--- config.mk ---
export PLATFORM = sky130hd
export DESIGN_NAME = hazard_ctrl
export DESIGN_NICKNAME = d
export VERILOG_FILES = /design/src/rtl/hazard_ctrl_pkg.sv /design/src/rtl/hazard_ctrl_match.sv /design/src/rtl/hazard_ctrl.sv
export SDC_FILE = /design/constraint.sdc
export NUM_CORES = 1
export LEC_CHECK = 0
export CORE_MARGIN = 2
export CORE_UTILIZATION = 49
export DETAILED_ROUTE_END_ITERATION = 8
export HOLD_SLACK_MARGIN = 0.02
export PLACE_DENSITY = 0.89
export SETUP_SLACK_MARGIN = 0.02
export SYNTH_ARGS = -nofsm -noshare
export SYNTH_HDL_FRONTEND = slang
export SYNTH_HIERARCHICAL = 1
export SYNTH_SLANG_ARGS = --single-unit
--- constraint.sdc ---
create_clock -name clock -period 2.35 [get_ports clock]
set_input_delay 0.235 -clock clock [delete_from_list [all_inputs] [get_ports clock]]
set_output_delay 0.235 -clock clock [all_outputs]
set_load 0.03 [all_outputs]
--- src/rtl/hazard_ctrl_pkg.sv ---
// Shared definitions for the pipeline hazard controller: forward-select codes,
// FSM encodings and the layout of one shadow-pipe stage record.
package hazard_ctrl_pkg;

  localparam int SH_RW_W = 5;

  localparam logic [1:0] FWD_REG   = 2'b00;
  localparam logic [1:0] FWD_EXMEM = 2'b01;
  localparam logic [1:0] FWD_MEMWB = 2'b10;

  typedef enum logic {
    RUN    = 1'b0,
    MCWAIT = 1'b1
  } state_e;

  typedef struct packed {
    logic [SH_RW_W-1:0] rw;
    logic               regwrite;
    logic               mem2reg;
  } shadow_t;

  localparam shadow_t SHADOW_BUBBLE = '{rw: '0, regwrite: 1'b0, mem2reg: 1'b0};

  // The nearer producer always wins when both candidate stages match.
  function automatic logic [1:0] fwd_pick(input logic near_hit, input logic far_hit);
    if (near_hit)     return FWD_EXMEM;
    else if (far_hit) return FWD_MEMWB;
    else              return FWD_REG;
  endfunction

endpackage

--- src/rtl/hazard_ctrl_match.sv ---
// Single source-vs-producer comparator; register 0 is hard-wired and never
// creates a dependency.
module hazard_ctrl_match
  import hazard_ctrl_pkg::*;
#(
  parameter int RW_W = SH_RW_W
) (
  input  logic [RW_W-1:0] rs,
  input  logic            use_rs,
  input  logic [RW_W-1:0] rw,
  input  logic            regwrite,
  output logic            hit
);

  assign hit = use_rs & regwrite & (rs == rw) & (rs != '0);

endmodule

--- src/rtl/hazard_ctrl.sv ---
// Stall/forwarding sequencer for the 5-stage pipe: tracks in-flight destinations,
// stalls IF/ID on load-use, ID-branch and multi-cycle hazards, and issues forward selects.
module hazard_ctrl
  import hazard_ctrl_pkg::*;
#(
  parameter int RW_W   = SH_RW_W,
  parameter int MC_LAT = 4,
  parameter int CNT_W  = 3
) (
  input  logic            clock,
  input  logic            reset,
  input  logic            id_valid,
  input  logic [RW_W-1:0] id_rs1,
  input  logic [RW_W-1:0] id_rs2,
  input  logic            id_use_rs1,
  input  logic            id_use_rs2,
  input  logic            id_br,
  input  logic [RW_W-1:0] id_rw,
  input  logic            id_regwrite,
  input  logic            id_mem2reg,
  input  logic            id_mc_op,
  output logic            stall_if,
  output logic            stall_id,
  output logic            bubble_ex,
  output logic [1:0]      fwd_a_sel,
  output logic [1:0]      fwd_b_sel,
  output logic [1:0]      id_fwd_a_sel,
  output logic [1:0]      id_fwd_b_sel,
  output logic            mc_busy
);

  localparam logic [CNT_W-1:0] MC_INIT = CNT_W'((MC_LAT > 1) ? MC_LAT - 2 : 0);

  state_e            state_q, state_d;
  logic [CNT_W-1:0]  cnt_q, cnt_d;
  shadow_t           ex_q, ex_d, mem_q, mem_d;
  logic [RW_W-1:0]   wb_rw_q;
  logic              wb_regwrite_q;
  logic [1:0]        fwd_a_q, fwd_a_d, fwd_b_q, fwd_b_d;

  logic a_ex, a_mem, a_wb, b_ex, b_mem, b_wb;
  logic load_use, br_haz, hazard;

  hazard_ctrl_match #(.RW_W(RW_W)) u_a_ex  (.rs(id_rs1), .use_rs(id_use_rs1), .rw(ex_q.rw),  .regwrite(ex_q.regwrite),  .hit(a_ex));
  hazard_ctrl_match #(.RW_W(RW_W)) u_a_mem (.rs(id_rs1), .use_rs(id_use_rs1), .rw(mem_q.rw), .regwrite(mem_q.regwrite), .hit(a_mem));
  hazard_ctrl_match #(.RW_W(RW_W)) u_a_wb  (.rs(id_rs1), .use_rs(id_use_rs1), .rw(wb_rw_q),  .regwrite(wb_regwrite_q),  .hit(a_wb));
  hazard_ctrl_match #(.RW_W(RW_W)) u_b_ex  (.rs(id_rs2), .use_rs(id_use_rs2), .rw(ex_q.rw),  .regwrite(ex_q.regwrite),  .hit(b_ex));
  hazard_ctrl_match #(.RW_W(RW_W)) u_b_mem (.rs(id_rs2), .use_rs(id_use_rs2), .rw(mem_q.rw), .regwrite(mem_q.regwrite), .hit(b_mem));
  hazard_ctrl_match #(.RW_W(RW_W)) u_b_wb  (.rs(id_rs2), .use_rs(id_use_rs2), .rw(wb_rw_q),  .regwrite(wb_regwrite_q),  .hit(b_wb));

  // A branch resolved in ID cannot take a value from EX, nor a load result still in MEM.
  assign load_use = (a_ex | b_ex) & ex_q.mem2reg;
  assign br_haz   = id_br & ((a_ex | b_ex) | ((a_mem | b_mem) & mem_q.mem2reg));
  assign hazard   = id_valid & (load_use | br_haz);

  assign id_fwd_a_sel = fwd_pick(a_mem & ~mem_q.mem2reg, a_wb);
  assign id_fwd_b_sel = fwd_pick(b_mem & ~mem_q.mem2reg, b_wb);
  assign fwd_a_sel    = fwd_a_q;
  assign fwd_b_sel    = fwd_b_q;

  always_comb begin
    state_d   = state_q;
    cnt_d     = cnt_q;
    stall_if  = 1'b0;
    stall_id  = 1'b0;
    bubble_ex = 1'b0;
    mc_busy   = 1'b0;
    ex_d      = SHADOW_BUBBLE;
    mem_d     = ex_q;
    fwd_a_d   = FWD_REG;
    fwd_b_d   = FWD_REG;
    if (id_valid) begin
      ex_d.rw       = id_rw;
      ex_d.regwrite = id_regwrite;
      ex_d.mem2reg  = id_mem2reg;
      fwd_a_d       = fwd_pick(a_ex, a_mem);
      fwd_b_d       = fwd_pick(b_ex, b_mem);
    end
    case (state_q)
      RUN: begin
        if (hazard) begin
          stall_if  = 1'b1;
          stall_id  = 1'b1;
          bubble_ex = 1'b1;
          ex_d      = SHADOW_BUBBLE;
          fwd_a_d   = FWD_REG;
          fwd_b_d   = FWD_REG;
        end else if (id_valid && id_mc_op && (MC_LAT > 1)) begin
          state_d = MCWAIT;
          cnt_d   = MC_INIT;
        end
      end
      MCWAIT: begin
        // The multi-cycle op sits in EX with its selects; nothing new reaches MEM.
        stall_if = 1'b1;
        stall_id = 1'b1;
        mc_busy  = 1'b1;
        ex_d     = ex_q;
        mem_d    = SHADOW_BUBBLE;
        fwd_a_d  = fwd_a_q;
        fwd_b_d  = fwd_b_q;
        if (cnt_q == '0) state_d = RUN;
        else             cnt_d   = cnt_q - CNT_W'(1);
      end
      default: state_d = RUN;
    endcase
  end

  always_ff @(posedge clock or posedge reset) begin
    if (reset) begin
      state_q       <= RUN;
      cnt_q         <= '0;
      ex_q          <= SHADOW_BUBBLE;
      mem_q         <= SHADOW_BUBBLE;
      wb_rw_q       <= '0;
      wb_regwrite_q <= 1'b0;
      fwd_a_q       <= FWD_REG;
      fwd_b_q       <= FWD_REG;
    end else begin
      state_q       <= state_d;
      cnt_q         <= cnt_d;
      ex_q          <= ex_d;
      mem_q         <= mem_d;
      wb_rw_q       <= mem_q.rw;
      wb_regwrite_q <= mem_q.regwrite;
      fwd_a_q       <= fwd_a_d;
      fwd_b_q       <= fwd_b_d;
    end
  end

endmodule

Word-level counts from Yosys, hierarchy flattened

Cells that the tools add are included.

Register bits after elaboration: 28
Bits of input ports: 24
Output and inout bits: 12

Add/sub/neg operators: 1
Eq/ne operators: 9
Mux-type cells: 30
Reductions and logical operators: 5
Bitwise operators: 30

Operators by type and width:

| operator              | number |
|---|---|
| $eq A5 B5 Y1          | 6 |
| $mux W2               | 14 |
| $mux W7               | 4 |
| $and A1 B1 Y1         | 24 |
| $reduce_bool A5 Y1    | 2 |
| $mux W3               | 3 |
| $mux W1               | 6 |
| $ne A2 B2 Y1 const B  | 3 |
| $pmux W3 S2           | 1 |
| $or A1 B1 Y1          | 4 |
| $pmux W1 S2           | 2 |
| $logic_not A3 Y1      | 1 |
| $reduce_and A3 Y1     | 1 |
| $sub A3 B1 Y3 const B | 1 |
| $not A1 Y1            | 2 |
| $logic_and A1 B1 Y1   | 1 |

Depth between registers and ports, before layout

Depth after elaboration: 11
Gate-level depth with buffers: 7
Mapped depth without buffers: 6

Hierarchy

Netlist, hierarchy kept.

By module, submodules not included:

| module            | times used | cells each | area each (µm²) | seq. area each (µm²) |
|---|---|---|---|---|
| hazard_ctrl       | 1          | 81         | 1068.5          | 700.7 |
| hazard_ctrl_match | 6          | 10         | 76.3            | 0.0 |

Worst setup path before layout

Ideal clock, no wire load.

Kind: reg-to-output
Start: reg mem_q[3] (netlist bit)
End: out id_fwd_a_sel[1]
Data required time: 2.115 ns
Arrival: 1.770 ns
Stages on the path, launching flop included: 6
Slack: 0.345 ns
Path through: dfrtp_1 -> xnor2_1 -> o2111ai_1 -> nor3b_2 -> nor2b_1 -> nor2b_1

Longest elaborated chain between the ends: 5

Ends and longest elaborated chain:

| what                       | line                    | text |
|---|---|---|
| from (decl)                | hazard_ctrl.sv:36       | `shadow_t ex_q, ex_d, mem_q, mem_d;` |
| from (signal assigned)     | hazard_ctrl.sv:123      | `mem_q <= mem_d;` |
| $eq A5 B5 Y1               | hazard_ctrl_match.sv:15 | `assign hit = use_rs & regwrite & (rs == rw) & (rs != '0);` |
| $and A1 B1 Y1 (2 in a row) | hazard_ctrl_match.sv:15 |  |
| named net a_mem            | hazard_ctrl.sv:41       | `logic a_ex, a_mem, a_wb, b_ex, b_mem, b_wb;` |
| $and A1 B1 Y1              | hazard_ctrl.sv:56       | `assign id_fwd_a_sel = fwd_pick(a_mem & ~mem_q.mem2reg, a_wb);` |
| $mux W2                    | hazard_ctrl_pkg.sv:26   | `if (near_hit) return FWD_EXMEM;` |
| to (decl)                  | hazard_ctrl.sv:27       | `output logic [1:0] id_fwd_a_sel,` |

The timed path passes the listed nets, and every way through them passes these cells.

Worst setup path after layout

Start: reg mem_q[4] (netlist bit)
End: out stall_if

Longest elaborated chain between the ends: 11
Elaborated cells on any way between the ends: 14
Those cells by class: 2 x eq/ne; 2 x mux; 10 x bitwise

Ends and longest elaborated chain:

| what                       | line                    | text |
|---|---|---|
| $eq A5 B5 Y1               | hazard_ctrl_match.sv:15 |  |
| $and A1 B1 Y1 (2 in a row) | hazard_ctrl_match.sv:15 |  |
| named net a_mem            | hazard_ctrl.sv:41       |  |
| $or A1 B1 Y1               | hazard_ctrl.sv:53       | `assign br_haz = id_br & ((a_ex \| b_ex) \| ((a_mem \| b_mem) & mem_q.mem2reg));` |
| $and A1 B1 Y1              | hazard_ctrl.sv:53       |  |
| $or A1 B1 Y1               | hazard_ctrl.sv:53       |  |
| $and A1 B1 Y1              | hazard_ctrl.sv:53       |  |
| $or A1 B1 Y1               | hazard_ctrl.sv:54       | `assign hazard = id_valid & (load_use \| br_haz);` |
| $and A1 B1 Y1              | hazard_ctrl.sv:54       |  |
| $mux W1                    | hazard_ctrl.sv:81       | `if (hazard) begin` |
| $pmux W1 S2                | hazard_ctrl.sv:79       | `case (state_q)` |
| to (decl)                  | hazard_ctrl.sv:22       | `output logic stall_if,` |

The timed path passes the listed nets, and every way through them passes these cells.

==> flow_summary.toml <==
[cts]
clockBufferDepth = 2
cts_buffers = 3
clock-sinks = 28
htree_levels = 1
clk_pin_slew_ps = 140
clk_latency_ps = 310
cts_tree = "done"
hold_buffers = 0
cts_root_buf = "clkbuf_4"

[cells_and_area]
fill_cells = 229
diodes = 0
final_cell_mix = "dfrtp_1, clkdlybuf4s50_1, xnor2_1, buf_4"
multi_input_area_um2 = 782
syn_to_final_growth_pct = 34.4
stdcell_count = 222
regArea_um2 = 702
drive_gt1_share_pct = 20.1
nNetsFinal = 216

[synth]
syn_nets = 167
ys_warn_count = 6
ys_types = 27
ys_seq_area_share_pct = 45.9
synth_ff_type = "dfrtp_1"
synth_async_sr_flop_share_pct = 100
ys_ff_latch = 28
synth_edf_count = 0
syn_area_um2 = 1530
syn-instance-count = 141
synth_area_per_cell_um2 = 10.8

[sta]
worst_slew_pin_slew_ps = 665
hold_viol = 0
setup_ws_ps = -3.00
rsz0062_at_grt = "true"
maxSlewViolCount = 0
fin_crit_sh_pct = 100
fmax_mhz = 425
tns_ps = -5.93
finalSetupViolations = 2
slew_headroom_pct = 55.6
period_minus_slack_ps = 2350
finalClockSkew_ps = 4.13

[floorplan]
core-area_um2 = 3000
row_count = 20
die_area_um2 = 3580
initial_core_util_pct = 50.8
fp.dieH_um = 59.8
num_io_pins = 36
fp.dieW_um = 59.8

[worst_setup_path]
cp.required_ps = 2120
crit_family = "simple AND/OR/NAND/NOR gates"
cp-start-kind = "flip-flop"
cpMaxStageDelayCell = "dfrtp_2"
critPathBufInv = 2
cp-end-kind = "output port"
max_stage_delay_ps = 470
path_class = "flip-flop to output port"
crit_arrival_ps = 2120
path_max_fanout = 5
crit_path_cell_trace = "nor4_2 > o21ai_1 > nor3b_2 > buf_4 > o211ai_2 > nand2_1 > a21o_1 > buf_6"

[outcome]
violations = "setup timing"
run_status = "complete, but fails checks"

[global_route]
grt_usage_pct = 19.7
grt_pass1_wl_um = 5420
antenna_found_initial = 0
grt_pass1_vias = 1222
overflow = 0
grt_max_degree = 21

[drt]
avgRoutedWirePerCell_um = 15.5
routed_wl_um = 3440
drt_iter0_drc = 30
vias = 1237
drt_pass1_iterations = 4
ant_nets = 0
remaining_drc_errors = 0
routed_via_density = 5.57

[placement]
hpwl_um = 2600
routabilityCongestion = 0.840
placedCellCount = 213
portBuffers = 35

[flow_run]
cap_violations = 0

[hold_path]
hp-class = "input pin to asynchronous set/reset pin"

[pwr]
power_density_nw_per_um2 = 926
irDropWorstVdd_uv = 660
power.leakage_nw = 0.893
-- cells by family (layout without fill, tap and decap cells) --
logic type,Yosys count,count (layout),share of synthesized area (%)
flops,28,28,45.9
fa+ha+maj,2,2,1.64
simple gates,43,43,18.9
xor+xnor,24,24,13.8
buf+inv,16,64,4.84
compound gates,28,28,15.0
-- worst register-to-register path, cell delays in order, from the launching register on --
cell	delay (ps)
dfrtp_2	470
buf_4	160
xnor2_2	130
nand3_1	100
nor3b_2	210
buf_4	150
o211ai_2	120
and3_4	210
a32o_1	270
-- path summary, 6_finish.rpt --
check	startpoint	endpoint	slack (ps)	cells after the start
worst max-delay path	mem_q[4]	stall_if	-3	8
worst min-delay path	reset	ex_q[1]	290	2
worst max register to register	mem_q[4]	fwd_a_sel[1]	440	8
worst min register to register	mem_q[6]	wb_rw_q[4]	430	0
max in group asynchronous	reset	fwd_b_sel[1]	1510	3
min in group clock	mem_q[6]	wb_rw_q[4]	430	0
-- metrics by stage --
stage | instance area (um2) | hold slack, ps | util, % | total power, W | setup WS [ps]
final | 2050 | 292 | 68.3 | 0.00190 | -3.00
after global routing | 2050 | 350 | 68.3 | 0.00203 | -101
after CTS | 1980 | 296 | 65.8 | 0.00184 | 20.5
after detailed placement | 1930 | 405 | 64.4 | 0.00161 | -8.03
after global placement | 1930 | 395 | 64.4 | 0.00155 | 29.3
after floorplan | 1530 | 300 | - | 0.00138 | 345
-- where the power goes --
group / internal, W / total [W] / switching (W)
Clock: 0.0000946 / 0.000226 / 0.000131
Sequential: 0.000641 / 0.000820 / 0.000179
Combinational: 0.000442 / 0.000853 / 0.000411
Total: 0.00118 / 0.00190 / 0.000722
-- metal layers --
metal	GRT usage, %	up-vias	wire length [um]
met4	3.49	0	10
met1	26.6	600	1510
met2	33.9	41	1720
met5	0	-	0
li1	-	594	-
met3	3.25	2	204
-- registers in the layout, summed over array words and instances, names as in the netlist --
name and count:
fwd_b_sel 2, mem_q 7, fwd_a_sel 2, wb_rw_q 5, state_q 1, ex_q 7
cnt_q 3, wb_regwrite_q 1
-- cells in the mapped netlist (all sizes together) (2+ instances only) --
cell	instances	area [um2]
dfrtp	28	701
xnor2	24	210
inv	12	45.0
nor2b	12	75.1
a22o	9	78.8
nand3	6	30.0
nor3b	6	75.1
nor4	6	37.5
o2111ai	6	52.6
o21ai	6	30.0
nand2	5	18.8
buf	4	28.8
a21o	2	15.0
a32o	2	20.0
and3	2	17.5
ha	2	25.0
nor2	2	7.51
o211ai	2	20.0
-- area by class of cell --
type / count / share of cell area, %
Multi-Input combinational cell: 97 / 38.1
Sequential cell: 28 / 34.2
Timing Repair Buffer: 48 / 21.7
Inverter: 12 / 2.20
Tap cell: 33 / 2.01
Clock buffer: 4 / 1.77
-- timing repair --
action                     4_1_cts  5_1_grt
setup buffers                    1        4
setup endpoints to repair        3        4
pin swaps                        0        8
gates resized for setup          1       11
cloned                           0        0
Note: power is estimated with default switching activity, not from simulation.
